===== src/rtl/hazard_pkg.sv =====
// Shared types and defaults for the pipeline hazard/stall controller.
package hazard_pkg;

    typedef enum logic [1:0] {RUN, FLUSH, MEM_WAIT} hz_state_t;

    localparam int HZ_REG_AW = 5;

endpackage


===== src/rtl/hazard_ctrl.sv =====
// Hazard/stall controller: load-use bubbles, branch flush sequencing, memory freeze.
// Optional macro HAZARD_PERF_CNT_EN adds load-use, redirect and frozen-cycle counters.
module hazard_ctrl
    import hazard_pkg::*;
#(
    parameter int REG_AW       = HZ_REG_AW,
    parameter int FLUSH_CYCLES = 1,
    parameter int MAX_WAIT     = 64
) (
    input  logic              clk,
    input  logic              rst_n,
    input  logic [REG_AW-1:0] id_rs1,
    input  logic [REG_AW-1:0] id_rs2,
    input  logic              id_use_rs1,
    input  logic              id_use_rs2,
    input  logic              ex_memRead,
    input  logic [REG_AW-1:0] ex_rd,
    input  logic              branch_taken,
    input  logic              dmem_busy,
    output logic              pc_write,
    output logic              ifid_write,
    output logic              pipe_en,
    output logic              ctrl_sel,
    output logic              flush_ifid,
    output logic              flush_idex,
    output logic              flush_exmem,
    output logic              stall_timeout
`ifdef HAZARD_PERF_CNT_EN
    ,
    output logic [31:0]       perf_lu_stalls,
    output logic [31:0]       perf_flushes,
    output logic [31:0]       perf_mem_waits
`endif
);

    localparam int FW = $clog2(FLUSH_CYCLES + 1);
    localparam int WW = $clog2(MAX_WAIT + 1);

    hz_state_t         state_q, state_d;
    hz_state_t         ret_q, ret_d;
    hz_state_t         evalState;
    logic [FW-1:0]     fcnt_q, fcnt_d;
    logic [WW-1:0]     wcnt_q, wcnt_d;
    logic              timeout_q, timeout_d;
    logic              loadUse;
    logic              pcWrite, ifidWrite, pipeEn, ctrlSel;
    logic              flushIfid, flushIdex, flushExmem;

    assign loadUse = ex_memRead && (ex_rd != '0) &&
                     ((id_use_rs1 && (ex_rd == id_rs1)) || (id_use_rs2 && (ex_rd == id_rs2)));

    // Leaving MEM_WAIT behaves exactly like the state that was frozen, in the same cycle.
    assign evalState = (state_q == MEM_WAIT) ? ret_q : state_q;

    always_comb begin
        state_d    = state_q;
        ret_d      = ret_q;
        fcnt_d     = fcnt_q;
        pcWrite    = 1'b1;
        ifidWrite  = 1'b1;
        pipeEn     = 1'b1;
        ctrlSel    = 1'b1;
        flushIfid  = 1'b0;
        flushIdex  = 1'b0;
        flushExmem = 1'b0;
        if (dmem_busy) begin
            pcWrite   = 1'b0;
            ifidWrite = 1'b0;
            pipeEn    = 1'b0;
            state_d   = MEM_WAIT;
            ret_d     = evalState;
        end else if (evalState == FLUSH) begin
            flushIfid = 1'b1;
            if (fcnt_q == FW'(1)) begin
                state_d = RUN;
            end else begin
                fcnt_d  = fcnt_q - FW'(1);
                state_d = FLUSH;
            end
        end else begin
            state_d = RUN;
            if (branch_taken) begin
                ctrlSel    = 1'b0;
                flushIfid  = 1'b1;
                flushIdex  = 1'b1;
                flushExmem = 1'b1;
                if (FLUSH_CYCLES > 1) begin
                    fcnt_d  = FW'(FLUSH_CYCLES - 1);
                    state_d = FLUSH;
                end
            end else if (loadUse) begin
                pcWrite   = 1'b0;
                ifidWrite = 1'b0;
                ctrlSel   = 1'b0;
            end
        end
    end

    // Consecutive-busy watchdog; the timeout flag is sticky until reset.
    always_comb begin
        wcnt_d = '0;
        if (dmem_busy) begin
            wcnt_d = (wcnt_q == WW'(MAX_WAIT)) ? wcnt_q : wcnt_q + WW'(1);
        end
        timeout_d = timeout_q || (wcnt_d == WW'(MAX_WAIT));
    end

    always_ff @(posedge clk or negedge rst_n) begin
        if (!rst_n) begin
            state_q   <= RUN;
            ret_q     <= RUN;
            fcnt_q    <= '0;
            wcnt_q    <= '0;
            timeout_q <= 1'b0;
        end else begin
            state_q   <= state_d;
            ret_q     <= ret_d;
            fcnt_q    <= fcnt_d;
            wcnt_q    <= wcnt_d;
            timeout_q <= timeout_d;
        end
    end

    assign pc_write      = rst_n & pcWrite;
    assign ifid_write    = rst_n & ifidWrite;
    assign pipe_en       = rst_n & pipeEn;
    assign ctrl_sel      = rst_n & ctrlSel;
    assign flush_ifid    = rst_n & flushIfid;
    assign flush_idex    = rst_n & flushIdex;
    assign flush_exmem   = rst_n & flushExmem;
    assign stall_timeout = rst_n & timeout_q;

`ifdef HAZARD_PERF_CNT_EN
    // Events are recovered from the output pattern: a bubble keeps pipe_en, a freeze drops it.
    logic [31:0] perfLu_q, perfFl_q, perfMw_q;

    always_ff @(posedge clk or negedge rst_n) begin
        if (!rst_n) begin
            perfLu_q <= '0;
            perfFl_q <= '0;
            perfMw_q <= '0;
        end else begin
            if (!pcWrite && pipeEn) perfLu_q <= perfLu_q + 32'd1;
            if (flushExmem)         perfFl_q <= perfFl_q + 32'd1;
            if (!pipeEn)            perfMw_q <= perfMw_q + 32'd1;
        end
    end

    assign perf_lu_stalls = perfLu_q;
    assign perf_flushes   = perfFl_q;
    assign perf_mem_waits = perfMw_q;
`endif

endmodule


===== config.mk =====
export PLATFORM = sky130hd
export DESIGN_NAME = hazard_ctrl
export DESIGN_NICKNAME = d
export VERILOG_FILES = /design/src/rtl/hazard_pkg.sv /design/src/rtl/hazard_ctrl.sv
export SDC_FILE = /design/constraint.sdc
export NUM_CORES = 1
export LEC_CHECK = 0
export CAP_MARGIN = 20
export CORE_ASPECT_RATIO = 2
export CORE_MARGIN = 2
export CORE_UTILIZATION = 29
export DETAILED_ROUTE_END_ITERATION = 8
export PLACE_DENSITY = 0.61
export SLEW_MARGIN = 30
export SYNTH_ARGS = -nofsm -noshare
export SYNTH_HDL_FRONTEND = slang
export SYNTH_SLANG_ARGS = --single-unit
export TNS_END_PERCENT = 5

===== constraint.sdc =====
create_clock -name clk -period 4.9 [get_ports clk]
set_input_delay 1.47 -clock clk [delete_from_list [all_inputs] [get_ports clk]]
set_output_delay 1.47 -clock clk [all_outputs]
set_load 0.03 [all_outputs]

==> results of run 1 <==
[state kept, by name (all words and copies together) (netlist names)]
name / cells
wcnt_q: 7
ret_q: 2
fcnt_q: 1
state_q: 2
timeout_q: 1
[stage by stage]
step	cells	total power [mW]	utilization	instance area [um^2]	hold slack, ns
3_5_place_dp	151	0.184	0.421	1170	0.436
4_1_cts	155	0.280	0.438	1210	0.443
2_1_floorplan	93	0.150	-	850	0.410
3_3_place_gp	151	0.183	0.421	1170	0.426
5_1_grt	155	0.292	0.438	1210	0.463
6_report	155	0.277	0.438	1210	0.445
[cells in the mapped netlist, types with 2 or more instances]
library cell / instances / area [um^2]
dfrtp_1: 13 / 325
xnor2_1: 11 / 96.3
nand2_1: 9 / 33.8
nor2_1: 8 / 30.0
inv_1: 6 / 22.5
nor3_1: 4 / 20.0
xor2_1: 4 / 35.0
and3_1: 3 / 18.8
nand3_1: 3 / 15.0
or4_1: 3 / 22.5
and2_1: 2 / 12.5
buf_4: 2 / 15.0
ha_1: 2 / 25.0
nand4_1: 2 / 12.5
[power by group through the flow]
| stage | clock, mW | combinational (mW) | sequential [mW] |
|---|---|---|---|
| 5_1_grt | 0.104 | 0.0685 | 0.120 |
| 2_1_floorplan | 0 | 0.0309 | 0.119 |
| 4_1_cts | 0.0984 | 0.0636 | 0.119 |
| 3_3_place_gp | 0 | 0.0630 | 0.120 |
| 6_report | 0.0960 | 0.0622 | 0.119 |
| 3_5_place_dp | 0 | 0.0634 | 0.120 |
[layer usage]
metal,up-vias,share of wire,GRT usage
li1,394,-,-
met1,369,0.33,0.111
met2,32,0.59,0.278
met3,5,0.063,0.0292
met4,0,0.025,0.0813
met5,-,0,0
[logic make-up after synthesis]
| group | count (synthesis) |
|---|---|
| and+or+nand+nor | 40 |
| xor gates and xnor gates | 15 |
| DFF | 13 |
| AOI/OAI and AO/OA | 12 |
| buffers and inverters | 9 |
| muxes | 2 |
| adders and majority gates | 2 |
[critical path: stages]
cell	delay, ns
clkdlybuf4s50_1	0.46
or4_1	0.54
o21a_1	0.20
a31oi_1	0.22
buf_4	0.20
[final timing paths]
| path | slack, ns | end | cells after the start | startpoint |
|---|---|---|---|---|
| setup / recovery | 0.34 | pc_write | 5 | ex_rd[1] |
| hold / removal | 0.45 | state_q[0] | 1 | fcnt_q |
| setup reg to reg | 3.27 | timeout_q | 4 | wcnt_q[0] |
| hold reg to reg | 0.45 | state_q[0] | 1 | fcnt_q |
| max in group asynchronous | 3.05 | wcnt_q[5] | 2 | rst_n |
| min in group asynchronous | 1.44 | wcnt_q[3] | 1 | rst_n |
[cell type report]
class | instances | area, um^2
clock buffer | 4 | 45.0
fill | 281 | 1560
inverter | 6 | 22.5
multi-input combinational | 71 | 483
sequential | 13 | 325
tap | 29 | 36.3
timing repair buffer | 32 | 300
[layout by cell type, fill, tap and decap left out, types with 2 or more instances in the layout]
master,netlist,layout
xnor2_1,11,11
nand4_1,2,2
xor2_1,4,4
buf_4,2,8
nor2_1,8,8
nand3_1,3,3
and3_1,3,3
nor3_1,4,4
dfrtp_1,13,13
clkdlybuf4s50_1,0,24
nand2_1,9,9
clkbuf_8,0,3
or4_1,3,3
inv_1,6,6
and2_1,2,2
ha_1,2,2
==> results.txt, run 1 <==
- WL final: 2010 um
- Vias in the first global route: 849
* Number of CTS-inserted buffers: 3
* Number of clock sinks: 13
- Across the VDD grid, the largest voltage drop is 0.000160 V.
- The worst path meets setup with 0.344 ns of slack.
- Adder-cell area share of the yosys netlist: 0.0295
- Routed wire length per instance: 13.0 um
- Post-layout min period: 4.56 ns
- Remaining global-route overflow: 0
- The number of hold violations in the final report was 0.
- Setup violations remaining at the end of the flow were counted as 0.
- Worst Setup Slack post-DPL: 0.345 ns
* Largest net degree at the start of global routing: 13
- The routed layout has 800 vias.
- Of the total power, the share spent switching nets is 0.259.
- Post-synthesis xor/xnor area fraction: 0.155
* DRC viols: 0
- Post-route clock period utilization: 0.930
- The die covers 0.00340 mm^2.
- Total GRT Usage: 0.137
* Cts hold-fix bufs: 0
- Combinational Power Share: 0.225
* Mux contribution to synthesized area: 0.0250
- Worst Max-Slew Pin Slew: 0.336 ns
- The detailed router finished its first iteration with 18 violations.
- Setup repair after global routing left no endpoint under its margin.
- The tree is rooted in a clkbuf_8.
* Dpl hpwl: 1750 um
* Number of H-tree branching levels: 1
- Synth Area in Simple Gates: 0.249
- Internal power comes to 0.205 mW.
* Number of synthesized register bits: 13
- Worst hold-check path type: flop to flop
- CP Launch Type: primary input
- Number of warning messages in the yosys log: 0
- Clock latency on the worst-skew pair, taken at its later pin, is 0.24 ns.
* Async set or reset register ratio after synthesis: 1.00
* Net switching power of the design: 0.0717 mW
* Area fraction in compound gates after synthesis: 0.110
* Power share of the sequential group: 0.429
- Of the cells placed in the final design, the portion with a size suffix greater than 1 is 0.119.
* TritonCTS clock tree: done
- Measured against its own limit, the worst slew margin works out to 0.775.
- Critical Path Sink Type: output pin
- The initialized floorplan defines 27 standard-cell rows.
* Cell variety after synth: 35
- Resized Gates After CTS: 0
- For this design the ratio of total power to cell area is 228 mW/mm^2.
* Layout-stage area growth over the synthesis result: 42.7%
* WS Path Type: primary input to output pin
- Average footprint of a synthesized cell: 9.14 um^2
* 1st-pass router iterations: 4
* Number of placed I/O pins: 30
* Synth Instances: 93
* Largest fanout on the critical path: 3
- Based on the critical path, the design can be clocked at up to 219 MHz.
* IO Port Bufs: 29
* Post-synthesis sequential area ratio: 0.383
- Vias/cell: 5.16
- Adding up every negative setup slack in the final design gives 0 ns.
* Diodes inserted: 0
- Effective utilization at floorplan: 0.307
- Number of max-slew violations in the final report: 0
- Reg clk slew, reported paths: 0.05 ns
- Maximum capacitance violations: 0
* Wire length of the first global-routing pass: 3500 um
* Worst path arrival time: 3.09 ns
- Standard cell core area: 0.00277 mm^2
- Final GP Congestion: 0.833
- From left edge to right edge, the die measures 42.3 um.
- By area, the combinational part of the netlist is dominated by simple AND/OR/NAND/NOR gates.
* Outcome: complete, no violations
- The clock arrives with 0.00204 ns of skew.
* Prevailing post-synth register cell: dfrtp_1
- Deepest clock path buffer count: 2
- For this design the static power due to leakage is 0.543 nW.
- The share of total power dissipated in the clock network is 0.347.
- The number of nets in the synthesized netlist is 117.
- Post-synth EDFFs: 0
* Net count of the finished layout: 151
- The number of antenna violations at the first check in global routing came to 0.
- Height of the die: 80.5 um
- Worst endpoint required time: 3.43 ns
* Post-synthesis instance area: 850 um^2
- In this run the post-CTS setup repair buffer count came out at 0.
* Antenna Violating Nets Remaining: 0
(Power assumes the default switching activity.)
==> inputs of run 2 (changes only) <==
--- a/config.mk
+++ b/config.mk
@@ -9,6 +9,7 @@
 export CORE_ASPECT_RATIO = 2
 export CORE_MARGIN = 2
 export CORE_UTILIZATION = 29
+export CTS_CLUSTER_SIZE = 28
 export DETAILED_ROUTE_END_ITERATION = 8
 export PLACE_DENSITY = 0.61
 export SLEW_MARGIN = 30
==> results of run 2 <==
Final layout, timing and power as in run 1 (identical DEF).
==> inputs of run 3 (changes only) <==
--- a/config.mk
+++ b/config.mk
@@ -6,13 +6,15 @@
 export NUM_CORES = 1
 export LEC_CHECK = 0
 export CAP_MARGIN = 20
+export CELL_PAD_IN_SITES_DETAIL_PLACEMENT = 0
+export CELL_PAD_IN_SITES_GLOBAL_PLACEMENT = 1
 export CORE_ASPECT_RATIO = 2
 export CORE_MARGIN = 2
 export CORE_UTILIZATION = 29
 export CTS_CLUSTER_SIZE = 28
 export DETAILED_ROUTE_END_ITERATION = 8
-export PLACE_DENSITY = 0.61
-export SLEW_MARGIN = 30
+export PLACE_DENSITY = 0.77
+export SLEW_MARGIN = 40
 export SYNTH_ARGS = -nofsm -noshare
 export SYNTH_HDL_FRONTEND = slang
 export SYNTH_SLANG_ARGS = --single-unit
==> run 3 against run 2 <==
Net effect:
- clock-buffer cell count did not move
- largest cell class unchanged
- power shrank 0.52%
- non-clock buffer count grew 1
- critical endpoint is now ifid_write
- combinational power is 2% higher
- via count grew 0.88%
- register-to-register slack worse by 0.05 ns
==> results.txt, run 3 (same netlist as run 1, synthesis figures left out) <==
- The insertion delay of the later-clocked pin in the worst-skew pair is 0.24 ns (about the same).
- The flow ran to the end, and the final reports show no timing, DRC or antenna violations.
- Share of final-layout standard cells stronger than drive strength 1: 0.126 (+0.00694)
- The total die area is 0.00340 mm^2 (unchanged).
- Regs by FF count: wcnt_q: 7 flops, ret_q: 2 flops, state_q: 2 flops
- Final design area excluding fillers: 0.00122 mm^2 (+0.62%)
- Post-CTS Setup Bufs: 0 (unchanged)
* WS Path Type: primary input to output pin
* Number of H-tree branching levels: 1 (unchanged)
- The met2 track demand over resource in global routing came to 0.280 (+0.00154).
- The total negative slack is 0 ns (unchanged).
- The overall track demand over capacity in global routing was 0.137 (-0.000519).
* Cts hold-fix bufs: 0 (unchanged)
- Minimum setup slack in the final design: 0.321 ns (-0.0224 ns)
- The critical path data arrival time came to 3.11 ns (+0.02 ns).
* Hold Violations, Final: 0 (unchanged)
- Leaving out fill and tap cells, the most frequent cell in the layout is clkdlybuf4s50_1.
- Net count of the finished layout: 152 (+0.66%)
- The worst setup timing slack at the placement stage was 0.316 ns (-0.0292 ns).
* 1st-pass router iterations: 3 (-1)
* FILL cells: 293 (+4.3%)
- Worst Clk Skew: 0.00566 ns (+0.00362 ns)
* Deepest clock path buffer count: 2 (unchanged)
- The total global routing overflow is 0 (unchanged).
* Register name with the most flops: wcnt_q
* Final-report setup violation count: 0 (unchanged)
* TritonCTS clock tree: done
- Effective utilization at floorplan: 0.307 (unchanged)
- STA classifies the critical path startpoint as a primary input.
- Among all stages on the critical path, the largest delay is contributed by or4_1.
- The floorplan row count is 27 (unchanged).
* Number of clock sinks: 13 (unchanged)
* Critical Path Sink Type: output pin
- The number of I/O pins is 30 (unchanged).
- Layout-stage area growth over the synthesis result: 43.6%
- Overall via count from detail_route: 807 (+0.88%)
* Most used routing layer in global routing: met2
- Number of flip-flops under the largest register name: 7 (unchanged)
* Worst Max-Slew Pin Slew: 0.311 ns (-0.0251 ns)
* Post-layout min period: 4.58 ns (+0.0224 ns)
- The period utilization came to 0.934 (+0.00457).
- The path class of the tightest hold or removal check is flop to flop.
* Cells along the critical path: clkdlybuf4s50_1 > or4_1 > o21a_1 > a31oi_1 > buf_4
- Final GP Congestion: 0.799 (-4.1%)
- Setup repair after global routing missed its margin: no
- The core utilization of the finished layout was 0.440 (+0.00271).
- The worst register-to-register path begins at wcnt_q[0].
- Tracing the worst setup path back leads to its startpoint at ex_rd[2].
* Worst endpoint required time: 3.43 ns (about the same)
* Number of max-slew violations in the final report: 0 (unchanged)
- Largest fanout on the critical path: 3 (unchanged)
- Met3 Resource Use GR: 0.0292 (unchanged)
- The height of the die came to 80.5 um (unchanged).
- The core region area was 0.00277 mm^2 (unchanged).
* Reg2Reg Depth: 4 (unchanged)
- Number of CTS-inserted buffers: 3 (unchanged)
* DRC viols: 0 (unchanged)
- Max frequency: 218 MHz (-0.49%)
- IO Port Bufs: 29 (unchanged)
- The post-CTS resize count was 0 (unchanged).
- Met1 capacity usage during global routing: 0.104 (-0.00711)
- In this run the clock root is driven by a clkbuf_8.
- The residual antenna-violating net count after detailed routing is 0 (unchanged).
- Reg2Reg Setup Slack: 3.22 ns (-0.05 ns)
- Horizontal die dimension: 42.3 um (unchanged)
- The global-route wire length before repair was 3490 um (-0.20%).
* Leakage: 0.548 nW (+0.89%)
* Power per standard cell area: 226 mW/mm^2 (-1.1%)
* Routed wire length per instance: 13.2 um (+1.8%)
- The number of DRC markers after the initial detailed-route iteration was 9 (-9).
* Relative slew slack: 0.792 (+0.0168)
- The number of vias per cell is 5.17 (+0.23%).
* FF-to-FF End: timeout_q
* Diodes inserted: 0 (unchanged)
- Antenna violations before repair: 0 (unchanged)
- Vias in the first global route: 890 (+4.8%)
* Largest net degree at the start of global routing: 11 (-2)
- WL final: 2060 um (+2.4%)
- The final HPWL from detailed placement came to 1820 um (+3.8%).
- The largest stage delay on the critical path is 0.53 ns (about the same).
* Commonest cells after routing, fill and taps aside: clkdlybuf4s50_1 (24), dfrtp_1 (13), xnor2_1 (11), nand2_1 (9), buf_4 (9)
* Destination of the critical timing path: ifid_write
* Reg clk slew, reported paths: 0.05 ns (about the same)
- The number of maximum-capacitance violations came to 0 (unchanged).
- The instance area at placement is 0.00117 mm^2 (+0.64%).
- The worst IR drop on VDD came to 0.000138 V (-14%).
## run 3: critical path, delay by kind of cell
kind            cells  cell delay (ns)
buf+inv             2             0.68
simple gates        1             0.53
compound gates      2             0.43
## run 3: final cells by class
| type | instances | area (um^2) | share of cell area |
|---|---|---|---|
| well taps | 29 | 36.3 | 0.0297 |
| flip-flops and latches | 13 | 325 | 0.267 |
| clock buffers | 4 | 45.0 | 0.0369 |
| inverters | 6 | 22.5 | 0.0185 |
| repair buffers | 33 | 308 | 0.252 |
| multi-input cells | 71 | 483 | 0.396 |
## run 3: how the worst min path moves through the flow
stage                       endpoint   start  cells past startpoint  slack, ns
after detailed placement  state_q[0]  fcnt_q                      1       0.43
after CTS                 state_q[0]  fcnt_q                      1       0.44
final                     state_q[0]  fcnt_q                      1       0.44
after floorplan           state_q[0]  fcnt_q                      1       0.41
after global placement    state_q[0]  fcnt_q                      1       0.42
after global routing      state_q[0]  fcnt_q                      1       0.46
## run 3: metal layers
layer | part of all wire | vias to the layer above
met3 | 0.053 | 6
met1 | 0.32 | 378
met2 | 0.59 | 34
met5 | 0 | -
li1 | - | 389
met4 | 0.033 | 0
## run 3: where the power goes
part | internal, mW | total (mW) | switching, mW
logic | 0.0352 | 0.0633 | 0.0281
registers | 0.113 | 0.119 | 0.00556
clock network | 0.0573 | 0.0935 | 0.0362
## run 3: through the flow
step	power, mW	hold slack (ns)	instances
floorplan	0.150	0.410	93
global placement	0.183	0.424	152
detailed placement	0.185	0.434	152
CTS	0.280	0.442	156
global route	0.291	0.458	156
finish	0.275	0.441	156
